<file path="src/rtl/mem_dump_pkg.sv">
// ============================================================================
// mem_dump_pkg : shared FSM encoding and defaults for mem_dump_reader
// Revision     : 1.0
// ============================================================================
`default_nettype none

package mem_dump_pkg;

  typedef enum logic [2:0] {
    ST_IDLE    = 3'd0,
    ST_ISSUE   = 3'd1,
    ST_WAIT    = 3'd2,
    ST_PRESENT = 3'd3,
    ST_FINISH  = 3'd4
  } state_e;

  localparam int unsigned DFLT_ADDR_STEP = 4;

endpackage

`default_nettype wire

</file>
<file path="src/rtl/mem_dump_reader.sv">
// ============================================================================
// mem_dump_reader : drains a word range of data memory over valid/ready
// Optional feature: MEM_DUMP_CHECKSUM_EN adds a running sum of dumped words
// Revision        : 1.0
// ============================================================================
`default_nettype none

module mem_dump_reader
  import mem_dump_pkg::*;
#(
  parameter int unsigned ADDR_W    = 32,
  parameter int unsigned DATA_W    = 32,
  parameter int unsigned CNT_W     = 16,
  parameter int unsigned ADDR_STEP = DFLT_ADDR_STEP
) (
  input  logic              clk,
  input  logic              reset,
  input  logic              start,
  input  logic [ADDR_W-1:0] start_addr,
  input  logic [CNT_W-1:0]  word_count,
  output logic [ADDR_W-1:0] mem_addr,
  output logic              mem_rd_en,
  input  logic [DATA_W-1:0] mem_rdata,
  output logic              out_valid,
  input  logic              out_ready,
  output logic [DATA_W-1:0] out_data,
  output logic [ADDR_W-1:0] out_addr,
  output logic              busy,
`ifdef MEM_DUMP_CHECKSUM_EN
  output logic [DATA_W-1:0] checksum,
`endif
  output logic              done
);

  state_e            state_q, state_d;
  logic [ADDR_W-1:0] addr_q, addr_d;
  logic [CNT_W-1:0]  cnt_q, cnt_d;
  logic [DATA_W-1:0] out_data_q, out_data_d;
  logic [ADDR_W-1:0] out_addr_q, out_addr_d;
  logic              accept;

  assign accept = (state_q == ST_PRESENT) && out_ready;

  always_ff @(posedge clk or posedge reset) begin
    if (reset) begin
      state_q    <= ST_IDLE;
      addr_q     <= '0;
      cnt_q      <= '0;
      out_data_q <= '0;
      out_addr_q <= '0;
    end else begin
      state_q    <= state_d;
      addr_q     <= addr_d;
      cnt_q      <= cnt_d;
      out_data_q <= out_data_d;
      out_addr_q <= out_addr_d;
    end
  end

  always_comb begin
    state_d    = state_q;
    addr_d     = addr_q;
    cnt_d      = cnt_q;
    out_data_d = out_data_q;
    out_addr_d = out_addr_q;
    case (state_q)
      ST_IDLE: begin
        if (start) begin
          if (word_count != '0) begin
            // masking keeps the latched address word aligned
            addr_d  = start_addr & ~ADDR_W'(3);
            cnt_d   = word_count;
            state_d = ST_ISSUE;
          end else begin
            state_d = ST_FINISH;
          end
        end
      end
      ST_ISSUE: state_d = ST_WAIT;
      ST_WAIT: begin
        out_data_d = mem_rdata;
        out_addr_d = addr_q;
        state_d    = ST_PRESENT;
      end
      ST_PRESENT: begin
        if (out_ready) begin
          cnt_d   = cnt_q - CNT_W'(1);
          addr_d  = addr_q + ADDR_W'(ADDR_STEP);
          state_d = (cnt_q == CNT_W'(1)) ? ST_FINISH : ST_ISSUE;
        end
      end
      ST_FINISH: state_d = ST_IDLE;
      default:   state_d = ST_IDLE;
    endcase
  end

  always_comb begin
    mem_rd_en = (state_q == ST_ISSUE);
    mem_addr  = (state_q == ST_ISSUE) ? addr_q : '0;
    out_valid = (state_q == ST_PRESENT);
    busy      = (state_q == ST_ISSUE) || (state_q == ST_WAIT) || (state_q == ST_PRESENT);
    done      = (state_q == ST_FINISH);
    out_data  = out_data_q;
    out_addr  = out_addr_q;
  end

`ifdef MEM_DUMP_CHECKSUM_EN
  logic [DATA_W-1:0] cksum_q, cksum_d;

  always_comb begin
    cksum_d = cksum_q;
    if ((state_q == ST_IDLE) && start) begin
      cksum_d = '0;
    end else if (accept) begin
      cksum_d = cksum_q + out_data_q;
    end
  end

  always_ff @(posedge clk or posedge reset) begin
    if (reset) begin
      cksum_q <= '0;
    end else begin
      cksum_q <= cksum_d;
    end
  end

  assign checksum = cksum_q;
`else
  logic unused_accept;
  assign unused_accept = accept;
`endif

endmodule

`default_nettype wire

</file>
<file path="config.mk">
export PLATFORM = sky130hd
export DESIGN_NAME = mem_dump_reader
export DESIGN_NICKNAME = d
export VERILOG_FILES = /design/src/rtl/mem_dump_pkg.sv /design/src/rtl/mem_dump_reader.sv
export SDC_FILE = /design/constraint.sdc
export NUM_CORES = 1
export LEC_CHECK = 0
export BUFFER_PORTS_ARGS = -buffer_cell sky130_fd_sc_hd__buf_4
export CORE_UTILIZATION = 55
export CTS_CLUSTER_DIAMETER = 120
export DETAILED_ROUTE_END_ITERATION = 12
export GPL_TIMING_DRIVEN = 0
export MAX_ROUTING_LAYER = met4
export PLACE_DENSITY = 0.86
export SYNTH_ARGS = -nofsm -noshare
export SYNTH_HDL_FRONTEND = slang
export SYNTH_SLANG_ARGS = --single-unit
</file>
<file path="constraint.sdc">
create_clock -name clk -period 10.14 [get_ports clk]
set_input_delay 1.521 -clock clk [delete_from_list [all_inputs] [get_ports clk]]
set_output_delay 1.521 -clock clk [all_outputs]
set_load 0.05 [all_outputs]
</file>
==> results.md, run 1 <==
- Max Buffers Root-to-Sink: 2
- DR vias: 5485
- Clk slew on worst S/H paths: 0.10 ns
- Library cells used by synthesis: 54
- Hpwl dp: 12700 um
- Grt ovf: 0
- # rows: 36
- Tcrit/Tclk final: 38.4%
- Cts bufs inserted: 9
- Die width: 104 um
- Avg WL per Cell: 20.2 um
- # setup viols final: 0
- Pwr per Cell Area: 396 nW/um^2
- Leading post-synthesis cells by cell area: dfrtp_1 (49%), mux2_2 (12%), a21oi_1 (4.4%)
- DRT Wirelength: 17900 um
- Max-slew violations: 0
- Critical path's top delay family: buffers and inverters
- Core area: 9910 sq um
- WS Path Type: reg2out
- DRC viols: 0
- Post-synthesis instance total: 556
- Slowest stage delay, CP: 0.45 ns
- Pleak: 0.00344 uW
- Most used flip-flop cell after synthesis: dfrtp_1
- FFs w/ async S/R, synth: 100%
- H-tree depth: 3
- Clock latency on the worst-skew pair: 0.40 ns
- Post-DRT Antenna Nets: 0
- Die ar.: 10800 sq um
- Register Area: 2780 sq um
- Cell mode on critical path: buf_2
- First-pass GRT wire length: 28300 um
- Setup crit end kind: output pin
- Max cap viols: 0
- Synth Register Bits: 111
- Relative slew margins: 46.2%
- Post-synth top area cell: dfrtp_1
- Final min period: 3.89 ns
- CP max-delay cell: dfrtp_1
- PortBufs: 177
- CTS tree: built
- Buf/Inv on CP: 5
- Fmax: 0.257 GHz
- Post-synth EDFFs: 0
- Worst-path maximum fanout: 10
- Ratio of cells with drive above 1 in the final layout: 40.1%
- Final cell count without fillers: 886
- Fill count: 748
- Routability cong.: 0.923
- Cell count after placement: 870
- Status: completed
- Skew final: 0.0122 ns
- CP startpoint kind: register
- Setup Buffers After CTS: 0
- Pre-Repair DR Iteration Count: 6
- Area Growth Syn to Fin: 30.0%
- DR iter-0 viols: 501
- I/O pin count: 184
- Worst slew pin tran: 0.808 ns
- Yosys warns: 0
- Commonest non-fill, non-tap cell in the layout: buf_4
- Die Y: 104 um
- Synth top area share: 48.7%
- VDD IR max: 0.000299 V
- Vias per cell: 6.19
- Cell Area, Synth: 5700 sq um
- All-Layer GR Usage: 35.0%
- Min-delay worst type: reg2reg
- Multi-input gate area: 2660 sq um
- Antenna violations before repair: 0
- Starting Density: 57.5%
- Clk sinks: 111
- Ant. Diodes: 0
- Post-CTS sizing: 0
- Seq/Total Area, Yosys: 48.7%
- Root buf cell: clkbuf_8
- Setup_tns: 0 ns
- RSZ-0062 raised after global routing: no
- Hold-fix buffers at CTS: 0
- Largest net degree at the start of global routing: 64
- Hold Fails Final Rpt: 0
- Layout net count: 835
- Vias in the first global route: 5512
- Critical-path cell list: inv_1, nand3_1, inv_2, buf_2, buf_2, buf_4
- WP data arrival: 2.37 ns
- Mean Syn Cell Area: 10.2 sq um
- Most frequent cells in the layout: buf_4 (184), dfrtp_1 (111), mux2_2 (62)
- Worst EP required: 8.62 ns
## sequential cells by signal, indices dropped and copies added, names as in the netlist
register	flops
addr_q	30
cnt_q	16
out_addr	30
out_data	32
state_q	3
## where the power goes
group	total (uW)	internal, uW	switching [uW]	leakage, uW
combinational	1820	619	1200	0.00205
sequential	859	662	197	0.00130
clock	253	97.4	156	0.0000870
## cell usage after synthesis, types with 3 or more instances
cell / instances
nand2_1: 29
dfrtp_1: 111
and2_1: 3
ha_1: 3
nor3_1: 12
o2bb2ai_1: 3
nor4_1: 7
a21oi_1: 50
clkbuf_1: 15
mux2_2: 62
inv_1: 8
nor2_1: 27
a22oi_1: 4
buf_4: 7
nand4_1: 8
buf_2: 24
o22ai_1: 10
a32oi_1: 5
a2bb2oi_1: 8
a31oi_1: 8
nand3_1: 17
o21ai_0: 43
and3_1: 40
o21ai_1: 11
o31a_1: 4
## final timing paths
kind	depth (start not counted)	slack, ns	startpoint	to
worst min register to register	1	0.52	out_data[9]$_DFFE_PP0P_	out_data[9]$_DFFE_PP0P_
max in group asynchronous	3	8.13	reset	out_addr[3]$_DFFE_PP0P_
min in group asynchronous	2	1.29	reset	out_addr[12]$_DFFE_PP0P_
worst max-delay path	6	6.25	state_q[2]$_DFFE_PP0P_	out_valid
worst min-delay path	1	0.52	out_data[9]$_DFFE_PP0P_	out_data[9]$_DFFE_PP0P_
worst max register to register	7	7.88	state_q[2]$_DFFE_PP0P_	addr_q[16]$_DFFE_PP0P_
## cell families after synthesis
| logic type | Yosys count | share of synthesized area, % |
|---|---|---|
| adders and majority gates | 3 | 0.659 |
| buffers and inverters | 56 | 4.81 |
| and+or+nand+nor | 162 | 16.1 |
| AOI/OAI and AO/OA | 159 | 17.0 |
| muxes | 64 | 12.6 |
| other | 1 | 0.0658 |
| DFF | 111 | 48.7 |
## cell type report
class	instances	area share (%)
Sequential cell	111	37.5
Multi-Input combinational cell	392	35.9
Timing Repair Buffer	178	18.3
Buffer	47	3.24
Tap cell	133	2.25
Clock buffer	12	1.96
Inverter	9	0.490
Clock inverter	4	0.405
## stage by stage
step	utilization, %	hold WS, ns	instance area, sq um	worst slack [ns]	total power (uW)
3_3_place_gp	72.7	0.493	7200	4.46	2600
6_report	74.8	0.517	7410	6.25	2930
3_5_place_dp	73.0	0.497	7230	6.71	2660
5_1_grt	74.8	0.539	7410	6.11	3070
2_1_floorplan	-	0.479	5710	5.69	2090
4_1_cts	74.8	0.521	7410	6.29	2910
## metal layers
metal  vias to the layer above  global-route usage [%]  part of all wire (%)  routed length [um]
li1                       2446                       -                     -                   -
met1                      2671                    41.8                    38                6760
met2                       312                    56.1                    49                8740
met3                        56                    9.50                   9.8                1750
met4                         0                    14.5                   3.7                 656
met5                         -                       -                     0                   0
No activity file was read; power rests on OpenSTA's default activity.
==> run 2, diff against run 1 <==
--- a/config.mk
+++ b/config.mk
@@ -5,13 +5,14 @@
 export SDC_FILE = /design/constraint.sdc
 export NUM_CORES = 1
 export LEC_CHECK = 0
+export ABC_AREA = 1
 export BUFFER_PORTS_ARGS = -buffer_cell sky130_fd_sc_hd__buf_4
-export CORE_UTILIZATION = 55
+export CORE_UTILIZATION = 52
 export CTS_CLUSTER_DIAMETER = 120
 export DETAILED_ROUTE_END_ITERATION = 12
 export GPL_TIMING_DRIVEN = 0
 export MAX_ROUTING_LAYER = met4
-export PLACE_DENSITY = 0.86
+export PLACE_DENSITY = 0.8
 export SYNTH_ARGS = -nofsm -noshare
 export SYNTH_HDL_FRONTEND = slang
 export SYNTH_SLANG_ARGS = --single-unit
==> constraint.sdc (replaced) <==
create_clock -name clk -period 4 [get_ports clk]
set_input_delay 0.6 -clock clk [delete_from_list [all_inputs] [get_ports clk]]
set_output_delay 0.6 -clock clk [all_outputs]
set_load 0.05 [all_outputs]
==> run 2 against run 1 <==
  * Clock skew is 0.0053 ns lower
  * Hold slack worse by 0.20 ns
  * Die area is 14% higher
  * Critical path depth is 1 lower
  * Sequential share of layout area is 2.8 points lower
  * First-iteration DRC count is 11% lower
  * Wire length is 0.25% higher
  * Largest power group unchanged
  * Sequential power is 150% higher
  * Clock-buffer cell count is 3 lower
  * Power grew to 2.7 times the previous value
==> results.md, run 2 <==
- Status: completed (unchanged)
- CP startpoint: state_q[1]$_DFFE_PP0P_ (was state_q[2]$_DFFE_PP0P_)
- Int Power: 3660 uW (was 1380 uW)
- Starting Density: 53.8% (was 57.5%)
- Multi-input gate area: 2950 sq um (was 2660 sq um)
- Cell Area, Synth: 6170 sq um (was 5700 sq um)
- Most used flip-flop cell after synthesis: dfrtp_1 (unchanged)
- # rows: 39 (was 36)
- Largest net degree at the start of global routing: 66 (was 64)
- Sequential share of power: 26.7% (was 29.3%)
- Tot Pwr: 7960 uW (was 2930 uW)
- Post-synth top area cell: dfrtp_1 (unchanged)
- Ratio of cells with drive above 1 in the final layout: 24.8% (was 40.1%)
- I/O pin count: 184 (unchanged)
- Psw: 4300 uW (was 1550 uW)
- Vias in the first global route: 6025 (was 5512)
- Routability cong.: 0.953 (was 0.923)
- Synth Register Bits: 111 (unchanged)
- Worst EP required: 3.40 ns (was 8.62 ns)
- Ant. Diodes: 0 (unchanged)
- Relative slew margins: 54.4% (was 46.2%)
- Pleak: 0.00406 uW (was 0.00344 uW)
- Post-synthesis instance total: 856 (was 556)
- Worst-path maximum fanout: 10 (unchanged)
- Mean Syn Cell Area: 7.21 sq um (was 10.2 sq um)
- Skew final: 0.00691 ns (was 0.0122 ns)
- WS Path Type: reg2out (unchanged)
- Critical-path cell list: nor3_1, inv_1, clkbuf_1, nor2_1, buf_4 (was inv_1, nand3_1, inv_2, buf_2, buf_2, buf_4)
- Root buf cell: clkbuf_16 (was clkbuf_8)
- Setup crit end kind: output pin (unchanged)
- CP startpoint kind: register (unchanged)
- Hold-fix buffers at CTS: 0 (unchanged)
- H-tree depth: 3 (unchanged)
- Final instance area: 8010 sq um (was 7410 sq um)
- RR Startpoint: addr_q[2]$_DFFE_PP0P_ (was state_q[2]$_DFFE_PP0P_)
- Die ar.: 12300 sq um (was 10800 sq um)
- Most common cell in the netlist: nand2_1 (was dfrtp_1)
- All-Layer GR Usage: 31.6% (was 35.0%)
- Hpwl dp: 13800 um (was 12700 um)
- Synth top area share: 45.0% (was 48.7%)
- Leading post-synthesis cells by cell area: dfrtp_1 (45%), nand2_1 (18%), nor2_1 (9.5%) (was dfrtp_1 (49%), mux2_2 (12%), a21oi_1 (4.4%))
- Antenna violations before repair: 0 (unchanged)
- Pwr per Cell Area: 994 nW/um^2 (was 396 nW/um^2)
- RSZ-0062 raised after global routing: no (unchanged)
- Clock power share: 11.1% (was 8.6%)
- Hold Fails Final Rpt: 0 (unchanged)
- DRC viols: 0 (unchanged)
- Post-DP Area: 7720 sq um (was 7230 sq um)
- Clk slew on worst S/H paths: 0.08 ns (was 0.10 ns)
- DRT Wirelength: 18000 um (was 17900 um)
- VDD IR max: 0.000684 V (was 0.000299 V)
- CP max-delay cell: dfrtp_1 (unchanged)
- PortBufs: 177 (unchanged)
- Slowest stage delay, CP: 0.46 ns (was 0.45 ns)
- Core area: 11500 sq um (was 9910 sq um)
- Synth cell count leaders: nand2_1 (295), nor2_1 (157), dfrtp_1 (111) (was dfrtp_1 (111), mux2_2 (62), a21oi_1 (50))
- Register Area: 2780 sq um (unchanged)
- First-pass GRT wire length: 30000 um (was 28300 um)
- Clock latency on the worst-skew pair: 0.35 ns (was 0.40 ns)
- WP data arrival: 1.94 ns (was 2.37 ns)
- Library cells used by synthesis: 29 (was 54)
- Max-slew violations: 0 (unchanged)
- Grt ovf: 0 (unchanged)
- Vias per cell: 5.22 (was 6.19)
- Most frequent cells in the layout: nand2_1 (295), buf_4 (185), nor2_1 (157) (was buf_4 (184), dfrtp_1 (111), mux2_2 (62))
- Fill count: 1012 (was 748)
- Post-synth EDFFs: 0 (unchanged)
- Tcrit/Tclk final: 63.6%
- Gate power share: 62.2% (was 62.0%)
- Switching share of power: 54.0% (was 53.0%)
- Cts bufs inserted: 9 (unchanged)
- Seq/Total Area, Yosys: 45.0% (was 48.7%)
- Pre-Repair DR Iteration Count: 7 (was 6)
- DR iter-0 viols: 448 (was 501)
- Die Y: 111 um (was 104 um)
- Post-CTS sizing: 0 (unchanged)
- CTS tree: built (unchanged)
- Area Growth Syn to Fin: 29.8% (was 30.0%)
- Worst slew pin tran: 0.684 ns (was 0.808 ns)
- Final Core Density: 69.8% (was 74.8%)
- Max FFs per register: 32 (unchanged)
- Max cap viols: 0 (unchanged)
- Avg WL per Cell: 15.0 um (was 20.2 um)
- Max Buffers Root-to-Sink: 2 (unchanged)
- Commonest non-fill, non-tap cell in the layout: nand2_1 (was buf_4)
- FFs w/ async S/R, synth: 100% (unchanged)
- Post-DRT Antenna Nets: 0 (unchanged)
- DR vias: 6240 (was 5485)
- Yosys warns: 0 (unchanged)
- Flop-to-flop setup slack: 1.92 ns (was 7.88 ns)
- Setup Buffers After CTS: 0 (unchanged)
- Clk sinks: 111 (unchanged)
- Fmax: 0.393 GHz
- Die width: 111 um (was 104 um)
- Final min period: 2.54 ns
- Layout net count: 1135 (was 835)
- # setup viols final: 0 (unchanged)
- Min-delay worst type: in2async (was reg2reg)
==> run 2: stage by stage <==
stage               TNS (ns)  worst slack, ns  std cells  hold WS (ns)
finish                     0             1.46       1196         0.316
global route               0             1.32       1196         0.370
CTS                        0             1.45       1196         0.340
detailed placement         0             1.85       1180         0.475
global placement     -102.29           -0.929       1179         0.467
floorplan                  0            0.469        859         0.470
==> run 2: cell families (layout without fill, tap and decap cells) <==
logic type      Yosys count  count (layout)  synth area share, %
compound gates           74              74                 6.06
other cells               1               4               0.0608
buf+inv                  99             293                 7.36
fa+ha+maj                 3               3                0.608
xor+xnor                  1               1                0.142
simple gates            535             535                 34.9
flops                   111             111                 45.0
mux                      32              32                 5.84
==> run 2: power groups by stage <==
| stage | registers, uW | logic (uW) | clock network [uW] |
|---|---|---|---|
| finish | 2130 | 4950 | 884 |
| CTS | 2120 | 4940 | 895 |
| detailed placement | 2130 | 4930 | 0 |
| global placement | 2110 | 4840 | 0 |
| floorplan | 3090 | 2500 | 0 |
| global route | 2210 | 5350 | 937 |
==> run 2: cell type report <==
type	instances	area share, %
tap	143	2.23
multi-input combinational	649	36.8
timing repair buffer	178	16.9
clock inverter	7	0.797
clock buffer	9	2.81
inverter	63	3.08
buffer	36	2.62
sequential	111	34.7
==> run 2: final timing paths <==
check / endpoint / cells past startpoint
max reg2reg: addr_q[12]$_DFFE_PP0P_ / 10
min in group clk: out_data[12]$_DFFE_PP0P_ / 2
min reg2reg: out_addr[12]$_DFFE_PP0P_ / 2
max in group asynchronous: out_addr[30]$_DFFE_PP0P_ / 3
min: out_data[7]$_DFFE_PP0P_ / 2
max: mem_addr[19] / 5
==> run 2: layer usage <==
layer  track usage [%]  vias to the layer above  wire [um]
met1              40.9                     2928       7750
met2              51.6                      204       8830
met5                 -                        -          0
li1                  -                     3078          -
met4              10.5                        0        384
met3              4.16                       30        992
==> run 2: worst max-delay path, delay by kind of cell, from the launching register on <==
| family | cells | cell delay (ns) |
|---|---|---|
| and+or+nand+nor | 2 | 0.43 |
| DFF | 1 | 0.46 |
| buffers and inverters | 3 | 0.70 |
